**src/rtl/perceptron_trainer_pkg.sv**
```systemverilog
// Shared types for the perceptron training sequencer.
// Holds the fixed-point format, its constants and the FSM state enum.
package perceptron_trainer_pkg;

    localparam int SFP_W = 16;

    // Signed Q8.8 fixed point, as consumed by the perceptron.
    typedef logic signed [SFP_W-1:0] sfp;

    localparam sfp ONE  = 16'sh0100;
    localparam sfp HALF = 16'sh0080;

    typedef enum logic [1:0] {
        IDLE,
        TRAIN,
        EVAL,
        RUN
    } trainer_state_e;

    // Maps a binary input onto the perceptron's input scale.
    function automatic sfp sfp_from_bit(input logic b);
        return b ? ONE : '0;
    endfunction

endpackage

```
**src/rtl/perceptron_trainer_if.sv**
```systemverilog
// Link between the training sequencer and one perceptron instance.
// The trainer drives inputs and target; the perceptron returns its output.
interface perceptron_trainer_if #(
    parameter int N_INPUTS = 2
);
    import perceptron_trainer_pkg::*;

    sfp [N_INPUTS-1:0] values;
    sfp                expected;
    logic              training;
    sfp                prediction;

    modport master (
        output values,
        output expected,
        output training,
        input  prediction
    );

    modport slave (
        input  values,
        input  expected,
        input  training,
        output prediction
    );

endinterface

```
**src/rtl/perceptron_trainer_pattern_driver.sv**
```systemverilog
// Steps through input patterns, holding each for SETTLE_CYCLES.
// Produces perceptron values/target and strobes for the FSM.
module pattern_driver
    import perceptron_trainer_pkg::*;
#(
    parameter int N_INPUTS      = 2,
    parameter int SETTLE_CYCLES = 1
) (
    input  logic                     clk,
    input  logic                     rst_n,
    input  logic                     load,
    input  logic                     active,
    input  logic                     run,
    input  logic [2**N_INPUTS-1:0]   tbl,
    input  logic [N_INPUTS-1:0]      sw_in,
    output sfp   [N_INPUTS-1:0]      values,
    output sfp                       expected,
    output logic                     target,
    output logic                     last_hold,
    output logic                     wrap
);

    localparam int HW = (SETTLE_CYCLES > 1) ?
                        $clog2(SETTLE_CYCLES) : 1;

    logic [N_INPUTS-1:0] pattern_q, pattern_d;
    logic [HW-1:0]       hold_q, hold_d;
    logic [N_INPUTS-1:0] sw_q, sw_d;

    // Hold counter and pattern index advance; reload on each change.
    always_comb begin
        pattern_d = pattern_q;
        hold_d    = hold_q;
        sw_d      = sw_in;
        last_hold = active &&
                    (hold_q == HW'(SETTLE_CYCLES - 1));
        wrap      = last_hold && (&pattern_q);
        if (load || !active) begin
            pattern_d = '0;
            hold_d    = '0;
        end else if (last_hold) begin
            pattern_d = pattern_q + 1'b1;
            hold_d    = '0;
        end else begin
            hold_d    = hold_q + 1'b1;
        end
    end

    // Pattern/hold/switch state registers.
    always_ff @(posedge clk or negedge rst_n) begin
        if (!rst_n) begin
            pattern_q <= '0;
            hold_q    <= '0;
            sw_q      <= '0;
        end else begin
            pattern_q <= pattern_d;
            hold_q    <= hold_d;
            sw_q      <= sw_d;
        end
    end

    // Perceptron inputs: pattern while sweeping, switches in RUN.
    always_comb begin
        target   = tbl[pattern_q];
        expected = active ? sfp_from_bit(target) : '0;
        for (int i = 0; i < N_INPUTS; i++) begin
            if (active) begin
                values[i] = sfp_from_bit(pattern_q[i]);
            end else if (run) begin
                values[i] = sfp_from_bit(sw_q[i]);
            end else begin
                values[i] = '0;
            end
        end
    end

endmodule

```
**src/rtl/perceptron_trainer.sv**
```systemverilog
// Training sequencer for a single perceptron: train/eval epochs,
// early stop on full accuracy, then live inference from switches.
module perceptron_trainer
    import perceptron_trainer_pkg::*;
#(
    parameter int N_INPUTS      = 2,
    parameter int MAX_EPOCHS    = 10,
    parameter int SETTLE_CYCLES = 1,
    parameter int EPOCH_W       = 8
) (
    input  logic                   clk,
    input  logic                   rst_n,
    input  logic                   start,
    input  logic [2**N_INPUTS-1:0] truth_table,
    input  logic [N_INPUTS-1:0]    sw_in,
    perceptron_trainer_if.master   pif,
    output logic                   busy,
    output logic                   done,
    output logic                   converged,
    output logic [EPOCH_W-1:0]     epoch_count,
    output logic [N_INPUTS:0]      correct_count,
    output logic                   out_bit
);

    localparam int P = 2**N_INPUTS;
    localparam int CW = N_INPUTS + 1;

    trainer_state_e state_q, state_d;

    logic [P-1:0]       table_q, table_d;
    logic [EPOCH_W-1:0] epoch_q, epoch_d;
    logic [CW-1:0]      correct_q, correct_d;
    logic [CW-1:0]      hits_q, hits_d;
    logic               conv_q, conv_d;
    logic               done_q, done_d;
    logic               out_q, out_d;

    logic          load;
    logic          active;
    logic          run;
    logic          target;
    logic          last_hold;
    logic          wrap;
    logic          hit;
    logic [CW-1:0] eval_total;

    assign active = (state_q == TRAIN) || (state_q == EVAL);
    assign run    = (state_q == RUN);

    pattern_driver #(
        .N_INPUTS      (N_INPUTS),
        .SETTLE_CYCLES (SETTLE_CYCLES)
    ) u_driver (
        .clk       (clk),
        .rst_n     (rst_n),
        .load      (load),
        .active    (active),
        .run       (run),
        .tbl       (table_q),
        .sw_in     (sw_in),
        .values    (pif.values),
        .expected  (pif.expected),
        .target    (target),
        .last_hold (last_hold),
        .wrap      (wrap)
    );

    // Next-state logic and epoch/accuracy bookkeeping.
    always_comb begin
        state_d    = state_q;
        table_d    = table_q;
        epoch_d    = epoch_q;
        correct_d  = correct_q;
        hits_d     = hits_q;
        conv_d     = conv_q;
        done_d     = 1'b0;
        load       = 1'b0;
        hit        = ((pif.prediction > HALF) == target);
        eval_total = hits_q + {{N_INPUTS{1'b0}}, hit};
        unique case (state_q)
            IDLE, RUN: begin
                if (start) begin
                    table_d   = truth_table;
                    epoch_d   = '0;
                    correct_d = '0;
                    hits_d    = '0;
                    conv_d    = 1'b0;
                    load      = 1'b1;
                    state_d   = TRAIN;
                end
            end
            TRAIN: begin
                if (wrap) begin
                    if (epoch_q != EPOCH_W'(MAX_EPOCHS)) begin
                        epoch_d = epoch_q + 1'b1;
                    end
                    hits_d  = '0;
                    state_d = EVAL;
                end
            end
            EVAL: begin
                if (last_hold) begin
                    hits_d = eval_total;
                end
                if (wrap) begin
                    correct_d = eval_total;
                    conv_d    = (eval_total == CW'(P));
                    if ((eval_total == CW'(P)) ||
                        (epoch_q == EPOCH_W'(MAX_EPOCHS))) begin
                        state_d = RUN;
                        done_d  = 1'b1;
                    end else begin
                        state_d = TRAIN;
                    end
                end
            end
            default: state_d = IDLE;
        endcase
    end

    // Inference output only tracks the perceptron while in RUN.
    always_comb begin
        out_d = run && (pif.prediction > HALF);
    end

    // State and status registers.
    always_ff @(posedge clk or negedge rst_n) begin
        if (!rst_n) begin
            state_q   <= IDLE;
            table_q   <= '0;
            epoch_q   <= '0;
            correct_q <= '0;
            hits_q    <= '0;
            conv_q    <= 1'b0;
            done_q    <= 1'b0;
            out_q     <= 1'b0;
        end else begin
            state_q   <= state_d;
            table_q   <= table_d;
            epoch_q   <= epoch_d;
            correct_q <= correct_d;
            hits_q    <= hits_d;
            conv_q    <= conv_d;
            done_q    <= done_d;
            out_q     <= out_d;
        end
    end

    assign pif.training  = (state_q == TRAIN);
    assign busy          = active;
    assign done          = done_q;
    assign converged     = conv_q;
    assign epoch_count   = epoch_q;
    assign correct_count = correct_q;
    assign out_bit       = out_q;

endmodule

```
**src/flat_wrapper.sv**
```systemverilog
// flat-port wrapper written by rule: the top's interface ports become plain ports
module perceptron_trainer_flat import perceptron_trainer_pkg::*;
#(
    parameter int N_INPUTS      = 2,
    parameter int MAX_EPOCHS    = 10,
    parameter int SETTLE_CYCLES = 1,
    parameter int EPOCH_W       = 8
)
  (clk, rst_n, start, truth_table, sw_in, busy, done, converged, epoch_count, correct_count, out_bit, pif_values, pif_expected, pif_training, pif_prediction);
  perceptron_trainer_if #(.N_INPUTS(N_INPUTS)) pif_i ();
  input  logic clk;
  input  logic rst_n;
  input  logic start;
  input  logic [2**N_INPUTS-1:0] truth_table;
  input  logic [N_INPUTS-1:0] sw_in;
  output logic busy;
  output logic done;
  output logic converged;
  output logic [EPOCH_W-1:0] epoch_count;
  output logic [N_INPUTS:0] correct_count;
  output logic out_bit;
  output wire logic [$bits(pif_i.values)-1:0] pif_values;
  output wire logic [$bits(pif_i.expected)-1:0] pif_expected;
  output wire logic [$bits(pif_i.training)-1:0] pif_training;
  input wire logic [$bits(pif_i.prediction)-1:0] pif_prediction;
  assign pif_values = pif_i.values;
  assign pif_expected = pif_i.expected;
  assign pif_training = pif_i.training;
  assign pif_i.prediction = pif_prediction;
  perceptron_trainer #(.N_INPUTS(N_INPUTS), .MAX_EPOCHS(MAX_EPOCHS), .SETTLE_CYCLES(SETTLE_CYCLES), .EPOCH_W(EPOCH_W)) u_core (.clk(clk), .rst_n(rst_n), .start(start), .truth_table(truth_table), .sw_in(sw_in), .pif(pif_i), .busy(busy), .done(done), .converged(converged), .epoch_count(epoch_count), .correct_count(correct_count), .out_bit(out_bit));
endmodule
```
**config.mk**
```make
export PLATFORM = sky130hd
export DESIGN_NAME = perceptron_trainer_flat
export DESIGN_NICKNAME = d
export VERILOG_FILES = /design/src/rtl/perceptron_trainer_pkg.sv /design/src/rtl/perceptron_trainer_if.sv /design/src/rtl/perceptron_trainer_pattern_driver.sv /design/src/rtl/perceptron_trainer.sv /design/src/flat_wrapper.sv
export SDC_FILE = /design/constraint.sdc
export NUM_CORES = 1
export LEC_CHECK = 0
export ABC_AREA = 1
export ABC_CLOCK_PERIOD_IN_PS = 4800
export BUFFER_PORTS_ARGS = -buffer_cell sky130_fd_sc_hd__buf_4
export CORE_ASPECT_RATIO = 2
export CORE_UTILIZATION = 35
export DETAILED_ROUTE_END_ITERATION = 6
export PLACE_DENSITY = 0.71
export SLEW_MARGIN = 30
export SYNTH_ARGS = -nofsm -noshare
export SYNTH_HDL_FRONTEND = slang
export SYNTH_HIERARCHICAL = 1
export SYNTH_SLANG_ARGS = --single-unit
```
**constraint.sdc**
```tcl
create_clock -name clk -period 4.8 [get_ports clk]
set_input_delay 0.96 -clock clk [delete_from_list [all_inputs] [get_ports clk]]
set_output_delay 0.96 -clock clk [all_outputs]
set_load 0.02 [all_outputs]
```
==> out/qor.csv <==
stage;metric;value;unit
outcome;outcome;finished, final reports clean;
die;start_util;0.367;
place;placed_area;0.00224;mm2
detailed_routing;dr.pass1.iters;4;
worst_setup_path;cp_max_fo;7;
place;dp_hpwl;3.12;mm
final_layout;layout.nets;355;
global_route;grt_max_degree;29;
synth;yosysMostFrequentCell;nand2_1;
place;portBuffers;43;
clock_network;numCtsBuffers;3;
detailed_routing;drt-initial-drc-count;38;
worst_setup_path;start_kind;flip-flop;
clock_network;htree_levels;1;
clock_network;cts_root_buf;clkbuf_8;
die;fp.dieH;109;um
final_layout;drive_above_1_share;0.213;
power_and_ir_drop;totalPowerFinal;1.06;mW
clock_network;clock_latency;0.27;ns
place;preCtsSetupSlack;2.12;ns
detailed_routing;via_per_inst;4.39;
timing;timing.final.setup_violations;0;
die;io_pins;89;
synth;ys_async_sr_fraction;1.00;
synth;synth.area.top_cells;dfrtp_1 (35%), buf_4 (17%), nand2_1 (13%), nor2_1 (5.8%), ha_1 (5.6%);
place;dp.cells;376;
die;core.rowCount;38;
timing;fin_skew;0.00789;ns
detailed_routing;vias;1668;
synth;synth_edf_count;0;
detailed_routing;post-route-drc-count;0;
die;die_w;55.7;um
timing;period_share;0.578;
timing;max_freq;361;MHz
worst_setup_path;critPathRequiredTime;3.84;ns
clock_network;cts_tree;done;
global_route;grt_pass1_vias;1575;
synth;synth_cell_types;24;
timing;hold_viol;0;
power_and_ir_drop;p_leak;1.25;nW
power_and_ir_drop;ir_drop;0.256;mV
min_path;hold_path_class;flip-flop to flip-flop;
clock_network;clk_pin_slew;0.09;ns
detailed_routing;drt_wl_total;3.75;mm
timing;fin_setup_tns;0;ns
global_route;antenna_found_initial;0;
worst_setup_path;arrival;1.81;ns
final_layout;syn_to_final_growth;13.5;%
clock_network;cts_sinks;28;
synth;yosys.area_share.xor_xnor;0.0130;
global_route;grt_overflow;0;
synth;avgSynthCellArea;7.38;um2
synth;yosys.area_share.adder;0.0557;
worst_setup_path;end_kind;output port;
timing;setup_ws;2.03;ns
synth;syn_area;0.00202;mm2
clock_network;cts.repair.resized;0;
final_layout;fin_cells;380;
synth;synth_top_family_by_area;simple AND/OR/NAND/NOR gates;
global_route;grt_pass1_wl;6.56;mm
die;die_area;0.00610;mm2
clock_network;clock_path_buffers;2;
synth;ys_warn_count;6;
detailed_routing;ant_nets;0;
detailed_routing;wl_per_cell;9.87;um
synth;ys_top_cells_by_count;nand2_1 (71), buf_4 (45), nor2_1 (31);
worst_setup_path;crit_type;flip-flop to output port;
synth;synth_compound_area_frac;0.0582;
final_layout;final_cell_area;0.00229;mm2
synth;synth_seq_cells;28;
place;place_congestion;0.862;
clock_network;holdBufCountCts;0;
synth;synthMuxAreaShare;0;
synth;synth-seq-area-share;0.347;
die;fp.coreArea;0.00552;mm2
timing;slew_violations;0;
run;maxCapViolations;0;
synth;yosys.area_share.simple;0.296;
timing;rsz0062_at_grt;no;
clock_network;cts_setup_buffers;0;
synth;yosysTopAreaCell;dfrtp_1;
global_route;gr-usage-all-layers;0.135;
power_and_ir_drop;powerDensity;462;mW/mm2
timing;finalCriticalPeriod;2.77;ns
synth;synth_top_area_share;0.347;
synth;synth-main-ff-cell;dfrtp_1;
final_layout;diodes;0;
synth;syn_inst;274;
kinds of logic (layout without fill, tap and decap cells):
kind of cell             count (synthesis)  after routing
AO/OA/AOI/OAI                           22             22
other                                    1             46
buffers and inverters                   76             77
XOR/XNOR                                 3              3
AND/OR/NAND/NOR                        135            135
adder cells (fa/ha/maj)                  9              9
flip-flops                              28             28
layer usage:
| layer | track usage | part of all wire |
|---|---|---|
| met1 | 0.130 | 0.35 |
| met2 | 0.275 | 0.59 |
| met3 | 0.0118 | 0.044 |
| met4 | 0.0696 | 0.016 |
| met5 | 0 | 0 |
metrics by stage:
stage | hold WS, ns | util
5_1_grt | 0.522 | 0.416
3_5_place_dp | 0.465 | 0.406
2_1_floorplan | 0.449 | -
6_report | 0.480 | 0.416
3_3_place_gp | 0.466 | 0.406
4_1_cts | 0.489 | 0.416
power breakdown:
| group | leakage (nW) | internal (mW) | switching [mW] |
|---|---|---|---|
| clock network | 0.0288 | 0.0734 | 0.0700 |
| logic | 0.854 | 0.195 | 0.381 |
| registers | 0.370 | 0.292 | 0.0500 |
critical path, cell delays in order, from the launching register on:
cell and delay (ns):
dfrtp_1 0.44, inv_1 0.06, ha_1 0.38, inv_1 0.15, inv_2 0.10, o21ai_0 0.22
buf_4 0.18
sequential cells by signal, summed over array words and instances, names as in the netlist:
register                   flops
u_core/done                    1
u_core/converged               1
u_core/hits_q                  3
u_core/out_bit                 1
u_core/state_q                 2
u_core/correct_count           3
u_core/u_driver/pattern_q      2
u_core/table_q                 4
u_core/epoch_count             8
u_core/u_driver/hold_q         1
u_core/u_driver/sw_q           2
cell type report:
| type | count | area, um2 |
|---|---|---|
| fill | 575 | 3220 |
| inverter | 30 | 113 |
| clock buffer | 4 | 55.1 |
| timing repair buffer | 43 | 323 |
| sequential | 28 | 701 |
| multi-input combinational | 215 | 1030 |
| tap | 60 | 75.1 |
cells in the final DEF (no fill, tap or decap):
cell type	instances
nand2_1	71
conb_1	46
buf_4	43
nor2_1	31
dfrtp_1	28
inv_1	24
nand3_1	17
o21ai_0	10
ha_1	9
o21ai_1	7
nand2_2	6
inv_2	5
clkbuf_8	4
nor2_4	4
a21oi_1	3
xor2_1	3
o21ai_2	2
or2_2	1
nand3b_1	1
clkinv_1	1
nand3_2	1
nand2_4	1
nand4_1	1
and3_2	1
final timing paths:
kind / startpoint / endpoint / slack [ns] / cells after the start
min in group asynchronous: rst_n / u_core/epoch_count[5]$_DFFE_PN0P_ / 0.58 / 1
max: u_core/state_q[0]$_DFFE_PN0P_ / pif_values[8] / 2.03 / 6
min reg2reg: u_core/correct_count[2]$_DFFE_PN0P_ / u_core/correct_count[2]$_DFFE_PN0P_ / 0.48 / 2
min: u_core/correct_count[2]$_DFFE_PN0P_ / u_core/correct_count[2]$_DFFE_PN0P_ / 0.48 / 2
max in group asynchronous: rst_n / u_core/u_driver/pattern_q[0]$_DFFE_PN0P_ / 3.95 / 1
max reg2reg: u_core/state_q[0]$_DFFE_PN0P_ / u_core/epoch_count[1]$_DFFE_PN0P_ / 2.82 / 10
No activity file was read; power rests on OpenSTA's default activity.
